File: config.mk
export PLATFORM = sky130hd
export DESIGN_NAME = smart_lighting_top
export DESIGN_NICKNAME = d
export VERILOG_FILES = /design/src/rtl/smart_lighting_pkg.sv /design/src/rtl/smart_lighting_top_button_conditioner.sv /design/src/rtl/smart_lighting_top.sv
export SDC_FILE = /design/constraint.sdc
export NUM_CORES = 1
export LEC_CHECK = 0
export ABC_AREA = 1
export BUFFER_PORTS_ARGS = -buffer_cell sky130_fd_sc_hd__buf_2
export CELL_PAD_IN_SITES_DETAIL_PLACEMENT = 1
export CELL_PAD_IN_SITES_GLOBAL_PLACEMENT = 2
export CORE_AREA = 3 3 80 82
export CTS_CLUSTER_SIZE = 16
export DETAILED_ROUTE_END_ITERATION = 6
export DIE_AREA = 0 0 83 85
export PLACE_DENSITY_LB_ADDON = 0.1
export SKIP_CTS_REPAIR_TIMING = 1
export SLEW_MARGIN = 15
export SYNTH_ARGS = -nofsm -noshare
export SYNTH_HDL_FRONTEND = slang
export SYNTH_SLANG_ARGS = --single-unit
File: constraint.sdc
create_clock -name clk -period 2.5 [get_ports clk]
set_clock_uncertainty 0.15 [all_clocks]
set_input_delay 0.5 -clock clk [delete_from_list [all_inputs] [get_ports clk]]
set_output_delay 0.5 -clock clk [all_outputs]
set_load 0.01 [all_outputs]
File: src/rtl/smart_lighting_pkg.sv
// Shared types and default timing constants for the smart lighting controller.
package smart_lighting_pkg;

  // Controller states: automatic (IR driven) and manual (button driven).
  typedef enum logic [1:0] {
    AutoIdle,
    AutoOn,
    ManualOff,
    ManualOn
  } state_t;

  // Default cycle counts at a 1 kHz clock.
  localparam int unsigned DefDebounceCycles  = 50;
  localparam int unsigned DefLongPressCycles = 3000;
  localparam int unsigned DefAutoOffCycles   = 30000;

endpackage

File: src/rtl/smart_lighting_top_button_conditioner.sv
// Push-button front end: 2-FF synchronizer, debounce, short/long press classification.
module button_conditioner
  import smart_lighting_pkg::*;
#(
  parameter int unsigned DebounceCycles  = DefDebounceCycles,
  parameter int unsigned LongPressCycles = DefLongPressCycles
) (
  input  logic clk_i,
  input  logic rst_i,
  input  logic btn_i,
  output logic short_evt_o,
  output logic long_evt_o
);

  localparam int unsigned DbW   = $clog2(DebounceCycles + 1);
  localparam int unsigned HoldW = $clog2(LongPressCycles + 1);
  localparam logic [DbW-1:0]   DbLast   = DbW'(DebounceCycles - 1);
  localparam logic [HoldW-1:0] HoldMax  = HoldW'(LongPressCycles);
  localparam logic [HoldW-1:0] HoldLast = HoldW'(LongPressCycles - 1);

  logic             sync1_q, sync2_q;
  logic             btn_db_q, btn_db_d;
  logic [DbW-1:0]   db_cnt_q, db_cnt_d;
  logic [HoldW-1:0] hold_q, hold_d;

  // Debounce: flip only after DebounceCycles consecutive disagreeing samples.
  // Hold: count press length, saturating at LongPressCycles; cleared while released.
  always_comb begin
    btn_db_d = btn_db_q;
    db_cnt_d = '0;
    hold_d   = hold_q;
    if (sync2_q != btn_db_q) begin
      if (db_cnt_q == DbLast) begin
        btn_db_d = sync2_q;
      end else begin
        db_cnt_d = db_cnt_q + DbW'(1);
      end
    end
    if (btn_db_q) begin
      if (hold_q != HoldMax) hold_d = hold_q + HoldW'(1);
    end else begin
      hold_d = '0;
    end
  end

  // Long fires on the edge the hold count reaches the limit; short fires in the first
  // released cycle, while hold_q still carries the finished press length.
  always_comb begin
    long_evt_o  = btn_db_q && (hold_q == HoldLast);
    short_evt_o = !btn_db_q && (hold_q != '0) && (hold_q != HoldMax);
  end

  // Synchronizer, debounce and hold state registers.
  always_ff @(posedge clk_i) begin
    if (rst_i) begin
      sync1_q  <= 1'b0;
      sync2_q  <= 1'b0;
      btn_db_q <= 1'b0;
      db_cnt_q <= '0;
      hold_q   <= '0;
    end else begin
      sync1_q  <= btn_i;
      sync2_q  <= sync1_q;
      btn_db_q <= btn_db_d;
      db_cnt_q <= db_cnt_d;
      hold_q   <= hold_d;
    end
  end

endmodule

File: src/rtl/smart_lighting_top.sv
// Smart room-lighting controller: IR-driven automatic mode with hold-off timer,
// button-driven manual mode, long press toggles between them.
module smart_lighting_top
  import smart_lighting_pkg::*;
#(
  parameter int unsigned DEBOUNCE_CYCLES   = DefDebounceCycles,
  parameter int unsigned LONG_PRESS_CYCLES = DefLongPressCycles,
  parameter int unsigned AUTO_OFF_CYCLES   = DefAutoOffCycles
) (
  input  logic clk,
  input  logic rst,
  input  logic push_button,
  input  logic infravermelho,
  output logic led,
  output logic saida
);

  localparam int unsigned TmrW = $clog2(AUTO_OFF_CYCLES + 1);
  localparam logic [TmrW-1:0] TmrLoad = TmrW'(AUTO_OFF_CYCLES);

  logic            short_evt, long_evt;
  logic            ir_sync1_q, ir_s_q;
  state_t          state_q, state_d;
  logic [TmrW-1:0] timer_q, timer_d;
  logic            led_q, led_d, saida_q, saida_d;

  button_conditioner #(
    .DebounceCycles (DEBOUNCE_CYCLES),
    .LongPressCycles(LONG_PRESS_CYCLES)
  ) u_button_conditioner (
    .clk_i      (clk),
    .rst_i      (rst),
    .btn_i      (push_button),
    .short_evt_o(short_evt),
    .long_evt_o (long_evt)
  );

  // Next state and hold-off timer; long_evt has priority over IR and short presses.
  always_comb begin
    state_d = state_q;
    timer_d = timer_q;
    unique case (state_q)
      AutoIdle: begin
        if (long_evt) begin
          state_d = ManualOff;
          timer_d = '0;
        end else if (ir_s_q) begin
          state_d = AutoOn;
          timer_d = TmrLoad;
        end
      end
      AutoOn: begin
        if (long_evt) begin
          state_d = ManualOff;
          timer_d = '0;
        end else if (ir_s_q) begin
          timer_d = TmrLoad;
        end else if (timer_q == '0) begin
          state_d = AutoIdle;
        end else begin
          timer_d = timer_q - TmrW'(1);
        end
      end
      ManualOff: begin
        if (long_evt) begin
          state_d = AutoIdle;
          timer_d = '0;
        end else if (short_evt) begin
          state_d = ManualOn;
        end
      end
      ManualOn: begin
        if (long_evt) begin
          state_d = AutoIdle;
          timer_d = '0;
        end else if (short_evt) begin
          state_d = ManualOff;
        end
      end
      default: begin
        state_d = AutoIdle;
        timer_d = '0;
      end
    endcase
  end

  // Output decode from the next state so led/saida come straight from flops.
  always_comb begin
    saida_d = (state_d == AutoOn) || (state_d == ManualOn);
    led_d   = (state_d == ManualOff) || (state_d == ManualOn);
  end

  // IR synchronizer, FSM, timer and output registers.
  always_ff @(posedge clk) begin
    if (rst) begin
      ir_sync1_q <= 1'b0;
      ir_s_q     <= 1'b0;
      state_q    <= AutoIdle;
      timer_q    <= '0;
      led_q      <= 1'b0;
      saida_q    <= 1'b0;
    end else begin
      ir_sync1_q <= infravermelho;
      ir_s_q     <= ir_sync1_q;
      state_q    <= state_d;
      timer_q    <= timer_d;
      led_q      <= led_d;
      saida_q    <= saida_d;
    end
  end

  assign led   = led_q;
  assign saida = saida_q;

endmodule

After elaboration in Yosys (flattened, before gate mapping) --
Index checks and enable logic that the tools add are counted. Widths: inputs -> output; s select.
Word-level totals: bits in registers 42, bits in latches 0, RAM bits 0, bits in read-only memories 0, bits of input ports 4, logic and storage cells 60, memories 0
Cells by class: add/sub/neg operators 3, multipliers 0, div/mod/pow operators 0, order comparisons 0, equal/unequal tests 13, shifts and indexed selects 0, mux-type cells 17, bitwise gates (word level) 2, reduce and logical (&&, ||, !) cells 14
Operator list (number):
- $mux 15 | 6
- $pmux 15 s3 | 1
- $mux 2 | 9
- $logic_not 15->1 | 1
- $sub 15x1->15 const B | 1
- $add 12x1->12 const B | 1
- $eq 12x12->1 const B | 1
- $ne 12x12->1 const B | 1
- $reduce_bool 12->1 | 1
- $eq 2x2->1 const B | 4
- $pmux 2 s4 | 1
- $add 6x1->6 const B | 1
- $eq 6x6->1 const B | 1
- $eq 2x1->1 const B | 2
- $ne 4x4->1 const B | 1
- $reduce_or 2->1 | 2
- $logic_and 1x1->1 | 3
- $ne 3x3->1 const B | 1
- $reduce_and 3->1 | 1
- $reduce_or 3->1 | 1
- $logic_not 2->1 | 1
- $logic_or 1x1->1 | 2
- $ne 2x1->1 const B | 1
- $not 1->1 | 2
- other kinds (3) | 3

Longest topological paths before layout --
word-level depth 8, mapped depth 11, mapped depth without buffers 11

By module --
Synthesis repeated with hierarchy kept, for this count alone.
Second synthesis, totals: cells, all modules 338, area total of the unflattened synthesis 2244.7 sq um
By module, submodules not included:
- smart_lighting_top | times used 1, cells an instance 192, area an instance 1196.1 sq um, seq. area each 400.4 sq um
- button_conditioner | times used 1, cells an instance 146, area an instance 1048.5 sq um, seq. area each 420.4 sq um

Least setup slack after synthesis --
OpenSTA, ideal clock, no wires.
path kind reg-to-reg, from reg u_button_conditioner.hold_q[0], to reg timer_q[11], setup time 115 ps, arrival 1351 ps, required time 2235 ps, setup slack 884 ps, cell stages (with the launch flop) 10, buffers on the path 1, cell sequence dfxtp_1 > ha_1 > nand2_1 > nor3_2 > nand3_4 > nand2_4 > buf_6 > nand4_1 > nand2_1 > nor2_1
On the way: word-level cells in the longest chain between the ends 4
RTL lines:
- start, declared | RTL line smart_lighting_top_button_conditioner.sv:24 | logic [HoldW-1:0] hold_q, hold_d;
- start signal, assigned | RTL line smart_lighting_top_button_conditioner.sv:66 | hold_q <= hold_d;
- $eq 12x12->1 (*) | RTL line smart_lighting_top_button_conditioner.sv:49 | long_evt_o = btn_db_q && (hold_q == HoldLast);
- $logic_and 1x1->1 (*) | RTL line smart_lighting_top_button_conditioner.sv:49
- $ne 4x4->1 (no source line), or another cell as far along
- $reduce_and 3->1 (no source line) / $pmux 15 s3 (equally long branches)
- end signal, assigned | RTL line smart_lighting_top.sv:106 | timer_q <= timer_d;
- end, declared | RTL line smart_lighting_top.sv:24 | logic [TmrW-1:0] timer_q, timer_d;
Every way passes the cells marked *; elsewhere a longest branch is shown, timed or not. A chain may end at the register's enable or synchronous reset.

Worst setup path after layout --
from reg u_button_conditioner.hold_q[0], to reg timer_q[9]
The elaborated chain is that of the path after synthesis.

==> results.cfg <==
[clock_tree]
cts_root_buffer = clkbuf_8
cts_sinks = 41
htree_levels = 2
cts_made_buffers = 5
tritoncts = yes
clockBufferDepth = 2
clock_latency_ps = 290
path_clk_slew_ps = 80

[floorplanning]
die_area_sq_um = 7060
die_w_um = 83
rows = 28
die_h_um = 85
boundaryPins = 6
start_util = 0.368
core_area_sq_um = 5820

[place]
place_area_sq_um = 2240
portBuffers = 5
place_inst = 383
gp_congestion = 0.757
post-dp-hpwl_mm = 4.17

[setup_path]
crit_path_top_delay_cell = dfxtp_1
required_ps = 2530
cp_top_family = simple AND/OR/NAND/NOR gates
critPathLaunchType = flop
crit-reg2reg-launch = u_button_conditioner.hold_q[0]$_SDFFE_PP0P_
r2r_end = timer_q[9]$_SDFFE_PP0P_
r2r_cells = 8
cp.arrival_ps = 1930
worst_setup_path_end_kind = flop
worstPathCellList = ha_1 -> nand2_1 -> nor3_2 -> nand3_4 -> nand2_4 -> nand2_1 -> nand2_1 -> a21oi_1
crit_buf_inv = 0
crit_type = flop to flop
max_stage_delay_ps = 380
worst-r2r-setup-slack_ps = 600
crit_top_cell = nand2_1
critPathMaxFanout = 23

[grt]
grt_pass1_vias = 2014
antenna_found_initial = 0
grt_max_degree = 24
grt_use_total = 0.166
grt-ovfl-total = 0
grt_pass1_wl_mm = 9.61

[yosys]
synth.top_cell.area_share = 0.384
ys_ff_latch = 41
ys_seq_area_frac = 0.384
synth_area_leaders = dfxtp_1 38%, nor2_1 10%, nand2_1 9.1%
synth_cells = 305
synth.avg_cell_area_sq_um = 7.01
synth_edf_count = 0
syn_nets = 315
async_flop_share = 0
synth_area_sq_um = 2140
synth_warnings = 0
synth_top_area_cell = dfxtp_1
synthFlopType = dfxtp_1
synth.distinct_cells = 29

[route]
wl_met3_um = 80
via_count = 1934
met2_length_mm = 2.68
wl_per_cell_um = 13.8
top_layer_used = met4
wl_mm = 5.40
ant_nets = 0
vias_per_cell = 4.95
route.detailed.drc = 0
drt_iter0_drc = 42
met1Wirelength_mm = 2.60
dr.pass1.iters = 4

[cells_and_area]
final_cells = 391
nets = 325
antenna_cells = 0
syn_to_final_growth_pct = 9.19
drive_above_1_share = 0.0949
final_util = 0.401
stdcell_area_sq_um = 2330

[power_and_ir_drop]
power_leakage_nw = 0.922
vdd_drop_max_v = 0.000260
netSwitchingPower_mw = 0.546
internal_power_mw = 1.05
swShare = 0.343
clock_power_share = 0.294
seqPwrFrac = 0.466
powerDensity_nw_per_um2 = 681
comb_power_share = 0.240

[worst_hold_path]
hold_class = flop to flop
min_from = u_button_conditioner.sync1_q$_SDFF_PP0_
min_to = u_button_conditioner.sync2_q$_SDFF_PP0_
hold_depth = 2

[timing]
hold_viol_final = 0
max-slew-margin-rel = 0.674
period_minus_slack_ps = 1900
drv_slew = 0
fmax_mhz = 527
hold_ws_ps = 261
setup_tns_ps = 0
fin_crit_sh = 0.759
rsz0062_at_grt = no
tightest_slew_ps = 487
setup_viol = 0

[flow_run]
maxCapViolCount = 0

[run_status]
outcome = finished, final reports clean
[cells in the final DEF, fill, tap and decap left out, types with 6 or more instances in the layout]
master and instances:
dfxtp_1 41, nor2_1 57, ha_1 6, nand3_1 24, o21ai_0 13, inv_1 36
clkbuf_8 6, nand2_1 52, nor3_1 7, a21oi_1 25
[cells in the mapped netlist (4+ instances only)]
cell type and count:
nand2_1 52, a21oi_1 25, nand2_2 4, xor2_1 4, ha_1 6, nand4_1 5, dfxtp_1 41, o21ai_0 13
nand3b_1 4, inv_1 36, nor2_1 57, nand3_1 24, o21ai_1 4, nor3_1 7
[worst reg2reg max path, stage by stage (launching register included)]
cell and delay (ps):
dfxtp_1 380, ha_1 180, nand2_1 100, nor3_2 220
nand3_4 170, nand2_4 270, nand2_1 110, nand2_1 160
a21oi_1 60
[cell families after synthesis]
group / count (synthesis) / synth area share
flip-flops: 41 / 0.384
adder cells (fa/ha/maj): 6 / 0.0351
AND/OR/NAND/NOR: 165 / 0.363
AO/OA/AOI/OAI: 47 / 0.116
buffers and inverters: 40 / 0.0772
XOR/XNOR: 6 / 0.0246
[flip-flops by register name, indices dropped and copies added, names as in the netlist]
signal                         cells
timer_q                           15
u_button_conditioner.hold_q       12
u_button_conditioner.db_cnt_q      6
state_q                            2
ir_s_q                             1
ir_sync1_q                         1
saida                              1
u_button_conditioner.btn_db_q      1
u_button_conditioner.sync1_q       1
u_button_conditioner.sync2_q       1
[routing by layer]
metal,vias to the layer above,track usage
met4,0,0.0312
li1,1006,-
met5,-,0
met3,4,0.0262
met1,912,0.211
met2,12,0.298
[worst max path at each step]
stage	start	to	slack, ps	depth (start not counted)
floorplan	u_button_conditioner.hold_q[0]$_SDFFE_PP0P_	timer_q[11]$_SDFFE_PP0P_	880	9
global placement	u_button_conditioner.hold_q[0]$_SDFFE_PP0P_	timer_q[1]$_SDFFE_PP0P_	640	8
detailed placement	u_button_conditioner.hold_q[0]$_SDFFE_PP0P_	timer_q[3]$_SDFFE_PP0P_	590	8
CTS	u_button_conditioner.hold_q[0]$_SDFFE_PP0P_	timer_q[9]$_SDFFE_PP0P_	570	8
global route	u_button_conditioner.hold_q[0]$_SDFFE_PP0P_	timer_q[2]$_SDFFE_PP0P_	340	8
finish	u_button_conditioner.hold_q[0]$_SDFFE_PP0P_	timer_q[9]$_SDFFE_PP0P_	600	8
[power by group through the flow]
stage / clock (mW) / sequential [mW] / combinational (mW)
after floorplan: 0 / 0.740 / 0.308
after global placement: 0 / 0.757 / 0.375
after detailed placement: 0 / 0.757 / 0.385
after CTS: 0.488 / 0.741 / 0.388
after global routing: 0.513 / 0.747 / 0.455
final: 0.468 / 0.741 / 0.382
[cell type report]
class | instances | area (sq um)
clock inverters | 2 | 13.8
fillers | 761 | 3480
repair buffers | 6 | 32.5
clock buffers | 6 | 82.6
flip-flops and latches | 41 | 821
well taps | 75 | 93.8
inverters | 37 | 139
multi-input cells | 224 | 1150
[per-stage QoR]
step | worst slack [ps] | power (mW)
after floorplan | 884 | 1.05
after global placement | 639 | 1.13
after detailed placement | 591 | 1.14
after CTS | 573 | 1.62
after global routing | 342 | 1.72
final | 602 | 1.59
Note: power is estimated with default switching activity, not from simulation.
